## src/rtl/exec_pkg.sv

```systemverilog
// Shared opcode and state encodings for the execute/write-back stage.
// EXEC_MUL_EN selects whether opcode MUL counts as a legal opcode.
package exec_pkg;

  typedef enum logic [3:0] {
    OP_ADD  = 4'd0,
    OP_SUB  = 4'd1,
    OP_AND  = 4'd2,
    OP_OR   = 4'd3,
    OP_XOR  = 4'd4,
    OP_SLL  = 4'd5,
    OP_SRL  = 4'd6,
    OP_SRA  = 4'd7,
    OP_SLT  = 4'd8,
    OP_SLTU = 4'd9,
    OP_MUL  = 4'd10
  } op_e;

  typedef enum logic [1:0] {
    IDLE = 2'd0,
    MUL  = 2'd1,
    DONE = 2'd2
  } exec_state_e;

  // Highest opcode the ALU resolves in a single cycle.
  localparam logic [3:0] OP_LAST_SINGLE = 4'd9;

`ifdef EXEC_MUL_EN
  localparam logic [3:0] OP_LAST_LEGAL = 4'd10;
`else
  localparam logic [3:0] OP_LAST_LEGAL = 4'd9;
`endif

endpackage

```

## src/rtl/exec_wb_unit_alu_comb.sv

```systemverilog
// Combinational single-cycle ALU for exec_wb_unit; any opcode it does not
// resolve itself (including MUL) is reported as illegal.
module alu_comb
  import exec_pkg::*;
#(
  parameter int N = 32
) (
  input  logic [3:0]   i_op,
  input  logic [N-1:0] i_a,
  input  logic [N-1:0] i_b,
  output logic [N-1:0] o_result,
  output logic         o_illegal
);

  localparam int SW = $clog2(N);

  logic [SW-1:0] w_shamt;

  assign w_shamt = i_b[SW-1:0];

  // Result select; upper bits of the shift operand are ignored.
  always_comb begin
    o_result  = '0;
    o_illegal = 1'b0;
    case (i_op)
      OP_ADD:  o_result = i_a + i_b;
      OP_SUB:  o_result = i_a - i_b;
      OP_AND:  o_result = i_a & i_b;
      OP_OR:   o_result = i_a | i_b;
      OP_XOR:  o_result = i_a ^ i_b;
      OP_SLL:  o_result = i_a << w_shamt;
      OP_SRL:  o_result = i_a >> w_shamt;
      OP_SRA:  o_result = $unsigned($signed(i_a) >>> w_shamt);
      OP_SLT:  o_result = {{(N-1){1'b0}}, ($signed(i_a) < $signed(i_b))};
      OP_SLTU: o_result = {{(N-1){1'b0}}, (i_a < i_b)};
      default: o_illegal = 1'b1;
    endcase
  end

endmodule

```

## src/rtl/exec_wb_unit.sv

```systemverilog
// Execute/write-back stage feeding the register-file write port.
// Define EXEC_MUL_EN to build in the iterative N-cycle shift-add multiplier.
module exec_wb_unit
  import exec_pkg::*;
#(
  parameter int N       = 32,
  parameter int W       = 32,
  parameter int R0_ZERO = 1
) (
  input  logic                 clk,
  input  logic                 rst,
  input  logic                 in_valid,
  output logic                 in_ready,
  input  logic [3:0]           in_op,
  input  logic [N-1:0]         in_a,
  input  logic [N-1:0]         in_b,
  input  logic [$clog2(W)-1:0] in_dst,
  output logic                 wb_we,
  output logic [$clog2(W)-1:0] wb_dst,
  output logic [N-1:0]         wb_data,
  output logic                 busy,
  output logic                 err
);

  localparam int DW = $clog2(W);

  logic [N-1:0]  w_alu_result;
  logic          w_alu_illegal;
  logic          w_accept;
  logic          w_is_mul;
  logic          w_illegal;
  logic          w_mul_fire;
  logic [N-1:0]  w_mul_product;
  logic [DW-1:0] w_mul_dst;
  logic          w_wb_fire;
  logic [DW-1:0] w_wb_dst;
  logic [N-1:0]  w_wb_data;
  logic          r_wb_we;
  logic [DW-1:0] r_wb_dst;
  logic [N-1:0]  r_wb_data;
  logic          r_err;

  function automatic logic dst_writable(input logic [DW-1:0] d);
    return !((R0_ZERO != 0) && (d == '0));
  endfunction

  alu_comb #(.N(N)) u_alu (
    .i_op      (in_op),
    .i_a       (in_a),
    .i_b       (in_b),
    .o_result  (w_alu_result),
    .o_illegal (w_alu_illegal)
  );

  assign w_accept  = in_valid && in_ready;
  assign w_illegal = w_accept && w_alu_illegal && !w_is_mul;

`ifdef EXEC_MUL_EN
  localparam int            SW       = $clog2(N);
  localparam logic [SW-1:0] CNT_LAST = SW'(N - 1);

  exec_state_e   r_state;
  exec_state_e   w_state_next;
  logic [N-1:0]  r_mcand;
  logic [N-1:0]  r_mplier;
  logic [N-1:0]  r_acc;
  logic [SW-1:0] r_cnt;
  logic [DW-1:0] r_mul_dst;
  logic [N-1:0]  w_acc_step;

  assign w_is_mul      = (in_op == OP_MUL);
  assign in_ready      = (r_state == IDLE);
  assign busy          = (r_state == MUL);
  assign w_acc_step    = r_acc + (r_mplier[0] ? r_mcand : '0);
  // The last step's sum goes straight to write-back, so the pulse shows during DONE.
  assign w_mul_fire    = (r_state == MUL) && (r_cnt == CNT_LAST);
  assign w_mul_product = w_acc_step;
  assign w_mul_dst     = r_mul_dst;

  // Multiplier sequencing: IDLE -> MUL (N steps) -> DONE -> IDLE.
  always_comb begin
    w_state_next = r_state;
    case (r_state)
      IDLE: begin
        if (w_accept && w_is_mul) w_state_next = MUL;
        else                      w_state_next = IDLE;
      end
      MUL: begin
        if (r_cnt == CNT_LAST) w_state_next = DONE;
        else                   w_state_next = MUL;
      end
      DONE:    w_state_next = IDLE;
      default: w_state_next = IDLE;
    endcase
  end

  always_ff @(posedge clk) begin
    if (rst) r_state <= IDLE;
    else     r_state <= w_state_next;
  end

  // Shift-add datapath: multiplier consumed LSB first, multiplicand shifted left.
  always_ff @(posedge clk) begin
    if (rst) begin
      r_mcand   <= '0;
      r_mplier  <= '0;
      r_acc     <= '0;
      r_cnt     <= '0;
      r_mul_dst <= '0;
    end else if (w_accept && w_is_mul) begin
      r_mcand   <= in_a;
      r_mplier  <= in_b;
      r_acc     <= '0;
      r_cnt     <= '0;
      r_mul_dst <= in_dst;
    end else if (r_state == MUL) begin
      r_mcand   <= r_mcand << 1;
      r_mplier  <= r_mplier >> 1;
      r_acc     <= w_acc_step;
      r_cnt     <= r_cnt + 1'b1;
    end
  end
`else
  assign w_is_mul      = 1'b0;
  assign in_ready      = 1'b1;
  assign busy          = 1'b0;
  assign w_mul_fire    = 1'b0;
  assign w_mul_product = '0;
  assign w_mul_dst     = '0;
`endif

  // Write-back source select; MUL completion and a new issue never coincide.
  always_comb begin
    w_wb_fire = 1'b0;
    w_wb_dst  = in_dst;
    w_wb_data = w_alu_result;
    if (w_mul_fire) begin
      w_wb_fire = dst_writable(w_mul_dst);
      w_wb_dst  = w_mul_dst;
      w_wb_data = w_mul_product;
    end else if (w_accept && !w_is_mul && !w_alu_illegal) begin
      w_wb_fire = dst_writable(in_dst);
    end else begin
      w_wb_fire = 1'b0;
    end
  end

  always_ff @(posedge clk) begin
    if (rst) begin
      r_wb_we   <= 1'b0;
      r_wb_dst  <= '0;
      r_wb_data <= '0;
      r_err     <= 1'b0;
    end else begin
      r_wb_we <= w_wb_fire;
      if (w_wb_fire) begin
        r_wb_dst  <= w_wb_dst;
        r_wb_data <= w_wb_data;
      end
      if (w_illegal) r_err <= 1'b1;
    end
  end

  assign wb_we   = r_wb_we;
  assign wb_dst  = r_wb_dst;
  assign wb_data = r_wb_data;
  assign err     = r_err;

endmodule

```

## config.mk

```make
export PLATFORM = sky130hd
export DESIGN_NAME = exec_wb_unit
export DESIGN_NICKNAME = d
export VERILOG_FILES = /design/src/rtl/exec_pkg.sv /design/src/rtl/exec_wb_unit_alu_comb.sv /design/src/rtl/exec_wb_unit.sv
export SDC_FILE = /design/constraint.sdc
export NUM_CORES = 1
export LEC_CHECK = 0
export ABC_AREA = 1
export ABC_CLOCK_PERIOD_IN_PS = 4000
export BUFFER_PORTS_ARGS = -buffer_cell sky130_fd_sc_hd__buf_2
export CAP_MARGIN = 0
export CELL_PAD_IN_SITES_DETAIL_PLACEMENT = 0
export CELL_PAD_IN_SITES_GLOBAL_PLACEMENT = 2
export CORE_MARGIN = 2
export CORE_UTILIZATION = 30
export DETAILED_ROUTE_END_ITERATION = 16
export GPL_TIMING_DRIVEN = 0
export PLACE_DENSITY_LB_ADDON = 0.1
export SLEW_MARGIN = 15
export SYNTH_ARGS = -nofsm -noshare
export SYNTH_HDL_FRONTEND = slang
export SYNTH_SLANG_ARGS = --single-unit
```

## constraint.sdc

```tcl
create_clock -name clk -period 4 [get_ports clk]
set_input_delay 0.8 -clock clk [delete_from_list [all_inputs] [get_ports clk]]
set_output_delay 0.8 -clock clk [all_outputs]
set_load 0.005 [all_outputs]
```

==> impl_metrics.csv, run 1 <==
group,metric,value,unit
status,outcome,"finished, final reports clean",
worst_setup_path,arrival,4.13,ns
logic_synthesis,synth_compound_area_share,12.8,%
finish,design_area,12700,µm²
grt,grt_max_degree,21,
clock_network,clock_path_buffers,2,
placed_design,placedInstanceArea,12500,µm²
timing,finalClockSkew,0,ns
detailed_routing,wl_per_cell,24.8,µm
worst_setup_path,r2r_cells,2,
logic_synthesis,synth_cells,2286,
timing,slew_headroom,35.8,%
logic_synthesis,synthSimpleGateAreaFrac,54.0,%
timing,max_slew.worst_pin.slew,0.963,ns
floorplanning,coreArea,37400,µm²
finish,layout_common_cells,"730 x nand2_1, 363 x nand3_1, 325 x inv_1, 286 x nor2_1, 148 x buf_2",
timing,period_needed,3.95,ns
placed_design,hpwl,61600,µm
timing,setup_ws,0.0545,ns
timing,whs,0.472,ns
finish,layout-area-overhead-vs-synth,12.1,%
timing,slew_violations,0,
clock_network,holdBufCountCts,0,
placed_design,port_buffers,113,
detailed_routing,via_count,15641,
logic_synthesis,avgSynthCellArea,4.95,µm²
clock_network,post_cts_buffers,0,
placed_design,preCtsSetupSlack,-0.560,ns
logic_synthesis,syn_nets,2463,
worst_setup_path,startpoint_type,"input pin",
floorplanning,die_w,198,µm
power_and_ir_drop,p_leak,7.10,nW
grt,antenna_found_initial,0,
worst_setup_path,crit_path_end_kind,"flop",
grt,grt_first_pass_wirelength,103000,µm
finish,fin_cells,2915,
logic_synthesis,netlist_area,11300,µm²
grt,grt_use_total,36.6,%
clock_network,cts_tree,"done",
power_and_ir_drop,ir_drop,0.163,mV
grt,grt_remaining_overflow,0,
detailed_routing,totalWireLength,72300,µm
finish,final_nets,2580,
logic_synthesis,seq_area_frac_synth,6.90,%
logic_synthesis,synth_fa_ha_area_share,11.3,%
detailed_routing,viasPerCell,5.37,
clock_network,clock_latency,0.29,ns
timing,rsz0062_at_grt,"false",
min_path,hold_path_depth,2,
logic_synthesis,synth_cell_types,39,
clock_network,cts_resized,0,
floorplanning,start_util,30.3,%
timing,timing.fmax,253,MHz
clock_network,numCtsBuffers,5,
detailed_routing,drc,0,
clock_network,clkSinkCount,39,
min_path,min_path_type,"flop to flop",
worst_setup_path,cp_max_fo,10,
detailed_routing,final_antenna_net_count,0,
power_and_ir_drop,cellPowerDensity,199,nW/µm²
logic_synthesis,synth_top_family_by_area,"simple AND/OR/NAND/NOR gates",
placed_design,numPlacedInstances,2910,
finish,diodes,0,
flow_run,drv_cap,0,
clock_network,htreeDepth,2,
timing,hold_viol,0,
floorplanning,ios,117,
clock_network,clkTransAtPathRegs,0.06,ns
timing,finalSetupViolCount,0,
floorplanning,fp.dieH,198,µm
worst_setup_path,cp.required,4.19,ns
placed_design,place.gp.congestion,0.986,
detailed_routing,dr.pass1.iters,6,
logic_synthesis,synthXorXnorAreaFrac,0.0774,%
logic_synthesis,synth_mux_area_share,0,%
timing,post-route-period-util,98.6,%
grt,grt_pass1_vias,15093,
floorplanning,row_count,71,
logic_synthesis,synth_seq_cells,39,
worst_setup_path,critical_path_class,"input pin to flop",
logic_synthesis,yosys_warnings,0,
finish,layout-drive-gt1-share,7.70,%
clock_network,cts-root-buf,"clkbuf_16",
floorplanning,die_area,39300,µm²
detailed_routing,drt_iter0_drc,1579,
finish,layout.cells.most_common,"nand2_1",
==> power breakdown <==
| part | total (W) | internal, W | switching, W | leakage, nW |
|---|---|---|---|---|
| registers | 0.000433 | 0.000419 | 0.0000141 | 0.322 |
| logic | 0.00163 | 0.000423 | 0.00121 | 6.70 |
| clock network | 0.000465 | 0.000294 | 0.000170 | 0.0838 |
==> metrics by stage <==
| step | total power [W] | utilization [%] | TNS (ns) |
|---|---|---|---|
| after floorplan | 0.00137 | - | 0 |
| after global placement | 0.00202 | 33.5 | -9.66 |
| after detailed placement | 0.00202 | 33.5 | -9.13 |
| after CTS | 0.00249 | 33.9 | 0 |
| after global routing | 0.00269 | 33.9 | 0 |
| final | 0.00253 | 33.9 | 0 |
==> worst max-delay path, cell delays in order <==
cell,delay [ns]
buf_2,0.15
o21ai_1,0.18
nand3_1,0.40
inv_1,0.44
buf_2,0.46
o21ai_0,0.17
nor2_1,0.42
nand3_1,0.19
nor2_1,0.38
nand3_1,0.34
nand2_1,0.14
inv_1,0.04
==> flip-flops by register name, indices dropped and copies added, names as in the netlist <==
register  count
wb_dst        5
wb_data      32
err           1
wb_we         1
==> cell usage after synthesis, drive strengths merged <==
cell type | count | area share, %
xor2 | 1 | 0.077
nor3 | 19 | 0.88
conb | 2 | 0.066
o31ai | 1 | 0.066
a221oi | 1 | 0.077
dfxtp | 39 | 6.9
inv | 331 | 11
o21ai | 105 | 4.6
ha | 99 | 11
o221ai | 7 | 0.54
nand3 | 365 | 16
nand2 | 730 | 24
a31oi | 4 | 0.22
clkbuf | 41 | 1.4
o21bai | 12 | 0.80
a21oi | 91 | 4.0
o2111ai | 2 | 0.15
a211oi | 5 | 0.33
nand4 | 21 | 1.2
o22ai | 14 | 0.77
nor2 | 293 | 10
and2 | 12 | 0.66
nor4 | 3 | 0.17
buf | 59 | 2.6
o21a | 1 | 0.066
nand3b | 8 | 0.53
fa | 2 | 0.35
or2 | 2 | 0.11
o211ai | 16 | 1.1
==> final cells by class <==
cell class	count	area [µm²]
Sequential cell	39	781
Timing Repair Buffer	113	566
Multi-Input combinational cell	1816	8850
Fill cell	4521	24700
Clock buffer	5	125
Clock inverter	3	43.8
Tap cell	511	639
Buffer	97	443
Inverter	331	1240
==> per-layer routing <==
| layer | global-route usage, % | share of wire [%] | vias up |
|---|---|---|---|
| met5 | 0 | 0 | - |
| li1 | - | - | 7514 |
| met4 | 18.0 | 6.0 | 0 |
| met2 | 62.7 | 46 | 655 |
| met3 | 3.87 | 5.6 | 145 |
| met1 | 45.6 | 42 | 7327 |
==> cell families after synthesis <==
| family | count (synthesis) |
|---|---|
| flops | 39 |
| xor+xnor | 1 |
| compound gates | 259 |
| simple gates | 1453 |
| buf+inv | 431 |
| fa+ha+maj | 101 |
| other cells | 2 |
==> path summary, 6_finish.rpt <==
check	from	end	slack [ns]
setup / recovery	in_op[1]	wb_data[11]$_SDFFE_PP0P_	0.05
hold / removal	wb_dst[3]$_SDFFE_PP0P_	wb_dst[3]$_SDFFE_PP0P_	0.47
setup reg to reg	wb_data[1]$_SDFFE_PP0P_	wb_data[1]$_SDFFE_PP0P_	3.28
hold reg to reg	wb_dst[3]$_SDFFE_PP0P_	wb_dst[3]$_SDFFE_PP0P_	0.47
(Power assumes the default switching activity.)
==> run 2, diff against run 1 <==
- CORE_UTILIZATION: 30 -> 31
- SYNTH_HIERARCHICAL: not set -> 1
==> run 2 against run 1 <==
Effect of this change: synthesized cell count shrank 0.61%; largest power group unchanged; critical path type unchanged; first-iteration DRC count is 3.6% lower; clock skew did not move; final cell count shrank 0.41%; non-clock buffer count rose by 5; critical path depth increased by 6; power about the same; highest routed layer is now met5.
==> impl_metrics.csv, run 2 <==
group,metric,value,unit
logic_synthesis,synth_cell_types,52,
power_and_ir_drop,p_leak,7.18,nW
worst_setup_path,critical_path_class,"input pin to flop",
placed_design,placedInstanceArea,12900,µm²
grt,grt_first_pass_wirelength,100000,µm
finish,layout-area-overhead-vs-synth,11.9,%
logic_synthesis,synth_cells,2272,
worst_setup_path,crit_path_end_kind,"flop",
logic_synthesis,yosys_warnings,6,
power_and_ir_drop,ir_drop,0.148,mV
grt,antenna_found_initial,5,
finish,fillerInstances,4455,
logic_synthesis,synth_seq_cells,39,
logic_synthesis,ys_async_sr_fraction,0,%
grt,grt_pass1_vias,15091,
logic_synthesis,synth_edf_count,0,
logic_synthesis,synthTopCellsByCount,"712 x nand2_1, 447 x nand3_1, 273 x inv_1, 223 x nor2_1, 98 x ha_1",
detailed_routing,dr.pass1.iters,7,
power_and_ir_drop,cellPowerDensity,193,nW/µm²
worst_setup_path,arrival,4.02,ns
worst_setup_path,rr_endpoint,"err$_SDFFE_PP0P_",
timing,slew_headroom,42.9,%
finish,layout.cells.most_common,"nand2_1",
finish,diodes,0,
timing,slew_violations,0,
floorplanning,die_area,39400,µm²
clock_network,htreeDepth,2,
min_path,holdPathEnd,"wb_dst[3]$_SDFFE_PP0P_",
timing,max_slew.worst_pin.slew,0.857,ns
worst_setup_path,startpoint_type,"input pin",
min_path,hold_path_depth,2,
worst_setup_path,cp.required,4.17,ns
logic_synthesis,yosysMostFrequentCell,"nand2_1",
detailed_routing,via_count,15865,
clock_network,clkTransAtPathRegs,0.06,ns
timing,finalClockSkew,0,ns
placed_design,place.gp.congestion,1.02,
timing,timing.fmax,260,MHz
logic_synthesis,syn_nets,2448,
worst_setup_path,r2r_cells,2,
clock_network,cts_tree,"done",
logic_synthesis,synthTopCellsByArea,"nand2_1 23%, nand3_1 19%, ha_1 10%, inv_1 8.7%, nor2_1 7.1%",
detailed_routing,wl_per_cell,24.3,µm
floorplanning,fp.dieH,198,µm
logic_synthesis,synth_flop_cell,"dfxtp_1",
detailed_routing,drt_iter0_drc,1522,
detailed_routing,drc,0,
logic_synthesis,synth_top_area_cell,"nand2_1",
finish,layout-drive-gt1-share,11.0,%
floorplanning,start_util,31.3,%
clock_network,clkSinkCount,39,
placed_design,port_buffers,114,
placed_design,hpwl,60200,µm
floorplanning,row_count,71,
min_path,hold_start,"wb_dst[3]$_SDFFE_PP0P_",
grt,grt_use_total,35.5,%
detailed_routing,final_antenna_net_count,0,
worst_setup_path,r2r_setup_slack,3.41,ns
detailed_routing,totalWireLength,70700,µm
clock_network,numCtsBuffers,5,
floorplanning,ios,117,
timing,hold_viol,0,
timing,period_needed,3.85,ns
timing,finalSetupViolCount,0,
timing,whs,0.464,ns
grt,grt_max_degree,21,
finish,largest_reg_flops,32,
worst_setup_path,r2r-start,"err$_SDFFE_PP0P_",
detailed_routing,viasPerCell,5.47,
clock_network,cts-root-buf,"clkbuf_16",
timing,post-route-period-util,96.2,%
flow_run,drv_cap,0,
floorplanning,coreArea,37400,µm²
finish,final_nets,2567,
grt,grt_remaining_overflow,0,
logic_synthesis,synth_top_area_share,22.8,%
logic_synthesis,avgSynthCellArea,5.16,µm²
logic_synthesis,netlist_area,11700,µm²
floorplanning,die_w,198,µm
min_path,min_path_type,"flop to flop",
logic_synthesis,seq_area_frac_synth,6.66,%
clock_network,clock_latency,0.27,ns
finish,layout_common_cells,"711 x nand2_1, 444 x nand3_1, 273 x inv_1, 220 x nor2_1, 157 x buf_2",
finish,design_area,13100,µm²
clock_network,clock_path_buffers,2,
worst_setup_path,cp_max_fo,12,
status,outcome,"finished, final reports clean",
-- run 2: logic make-up (layout without fill, tap and decap cells) --
| logic type | Yosys count | after routing | synth area share, % |
|---|---|---|---|
| simple gates | 1527 | 1527 | 57.4 |
| other cells | 2 | 2 | 0.0641 |
| buf+inv | 392 | 512 | 14.4 |
| compound gates | 207 | 207 | 10.1 |
| mux | 4 | 4 | 0.449 |
| flops | 39 | 39 | 6.66 |
| xor+xnor | 1 | 1 | 0.0748 |
| fa+ha+maj | 100 | 100 | 10.8 |
-- run 2: layout make-up --
| type | count | area [µm²] | area share, % |
|---|---|---|---|
| Timing Repair Buffer | 116 | 586 | 4.47 |
| Buffer | 99 | 597 | 4.55 |
| Multi-Input combinational cell | 1841 | 9270 | 70.7 |
| Clock buffer | 6 | 129 | 0.983 |
| Tap cell | 511 | 639 | 4.88 |
| Sequential cell | 39 | 781 | 5.96 |
| Inverter | 289 | 1090 | 8.35 |
| Clock inverter | 2 | 12.5 | 0.0954 |
-- run 2: where the power goes --
part           internal, W  switching [W]  total, W
clock             0.000230       0.000149  0.000379
combinational     0.000491        0.00122   0.00171
sequential        0.000419      0.0000164  0.000435
total              0.00114        0.00139   0.00253
-- run 2: routing by layer --
metal	vias up	GRT usage, %	wire length, µm
li1	7585	-	-
met1	7403	44.5	29600
met2	712	60.5	32700
met3	159	4.98	4930
met4	6	15.3	3420
met5	-	0	39
-- run 2: how the worst max path moves through the flow --
stage	slack, ns	to	from	cells past startpoint
after floorplan	0.95	wb_data[0]$_SDFFE_PP0P_	in_b[3]	20
after global placement	-0.73	wb_data[9]$_SDFFE_PP0P_	in_b[3]	18
after detailed placement	-0.76	wb_data[9]$_SDFFE_PP0P_	in_b[4]	18
after CTS	0.04	wb_data[31]$_SDFFE_PP0P_	in_b[2]	21
after global routing	-0.0007	wb_data[9]$_SDFFE_PP0P_	in_b[4]	17
final	0.15	wb_data[19]$_SDFFE_PP0P_	in_b[1]	18
-- run 2: critical path: stages --
cell      delay, ns
buf_2          0.19
inv_2          0.25
buf_4          0.28
buf_4          0.29
ha_1           0.31
nor2_1         0.18
nand2_1        0.07
nand3_1        0.23
nand2_1        0.11
nand3_2        0.21
nand2_1        0.10
a21oi_1        0.14
nor2_1         0.06
nor2_1         0.33
nand2_1        0.15
nand3b_1       0.18
nand2_1        0.06
nor2_1         0.04
-- run 2: timing repair --
item	in CTS	in global routing
buffers inserted	0	2
hold buffers	0	0
gates resized for setup	7	10
pin swaps	0	2
setup endpoints to repair	24	14
-- run 2: per-stage QoR --
stage | util (%) | TNS (ns) | setup slack (ns) | total power, W | instances
4_1_cts | 35.0 | 0 | 0.0356 | 0.00249 | 2902
2_1_floorplan | - | 0 | 0.953 | 0.00146 | 2272
6_report | 35.1 | 0 | 0.151 | 0.00253 | 2903
5_1_grt | 35.1 | -0.000715 | -0.000715 | 0.00270 | 2903
3_3_place_gp | 34.6 | -12.19 | -0.734 | 0.00210 | 2897
3_5_place_dp | 34.6 | -12.90 | -0.760 | 0.00210 | 2897
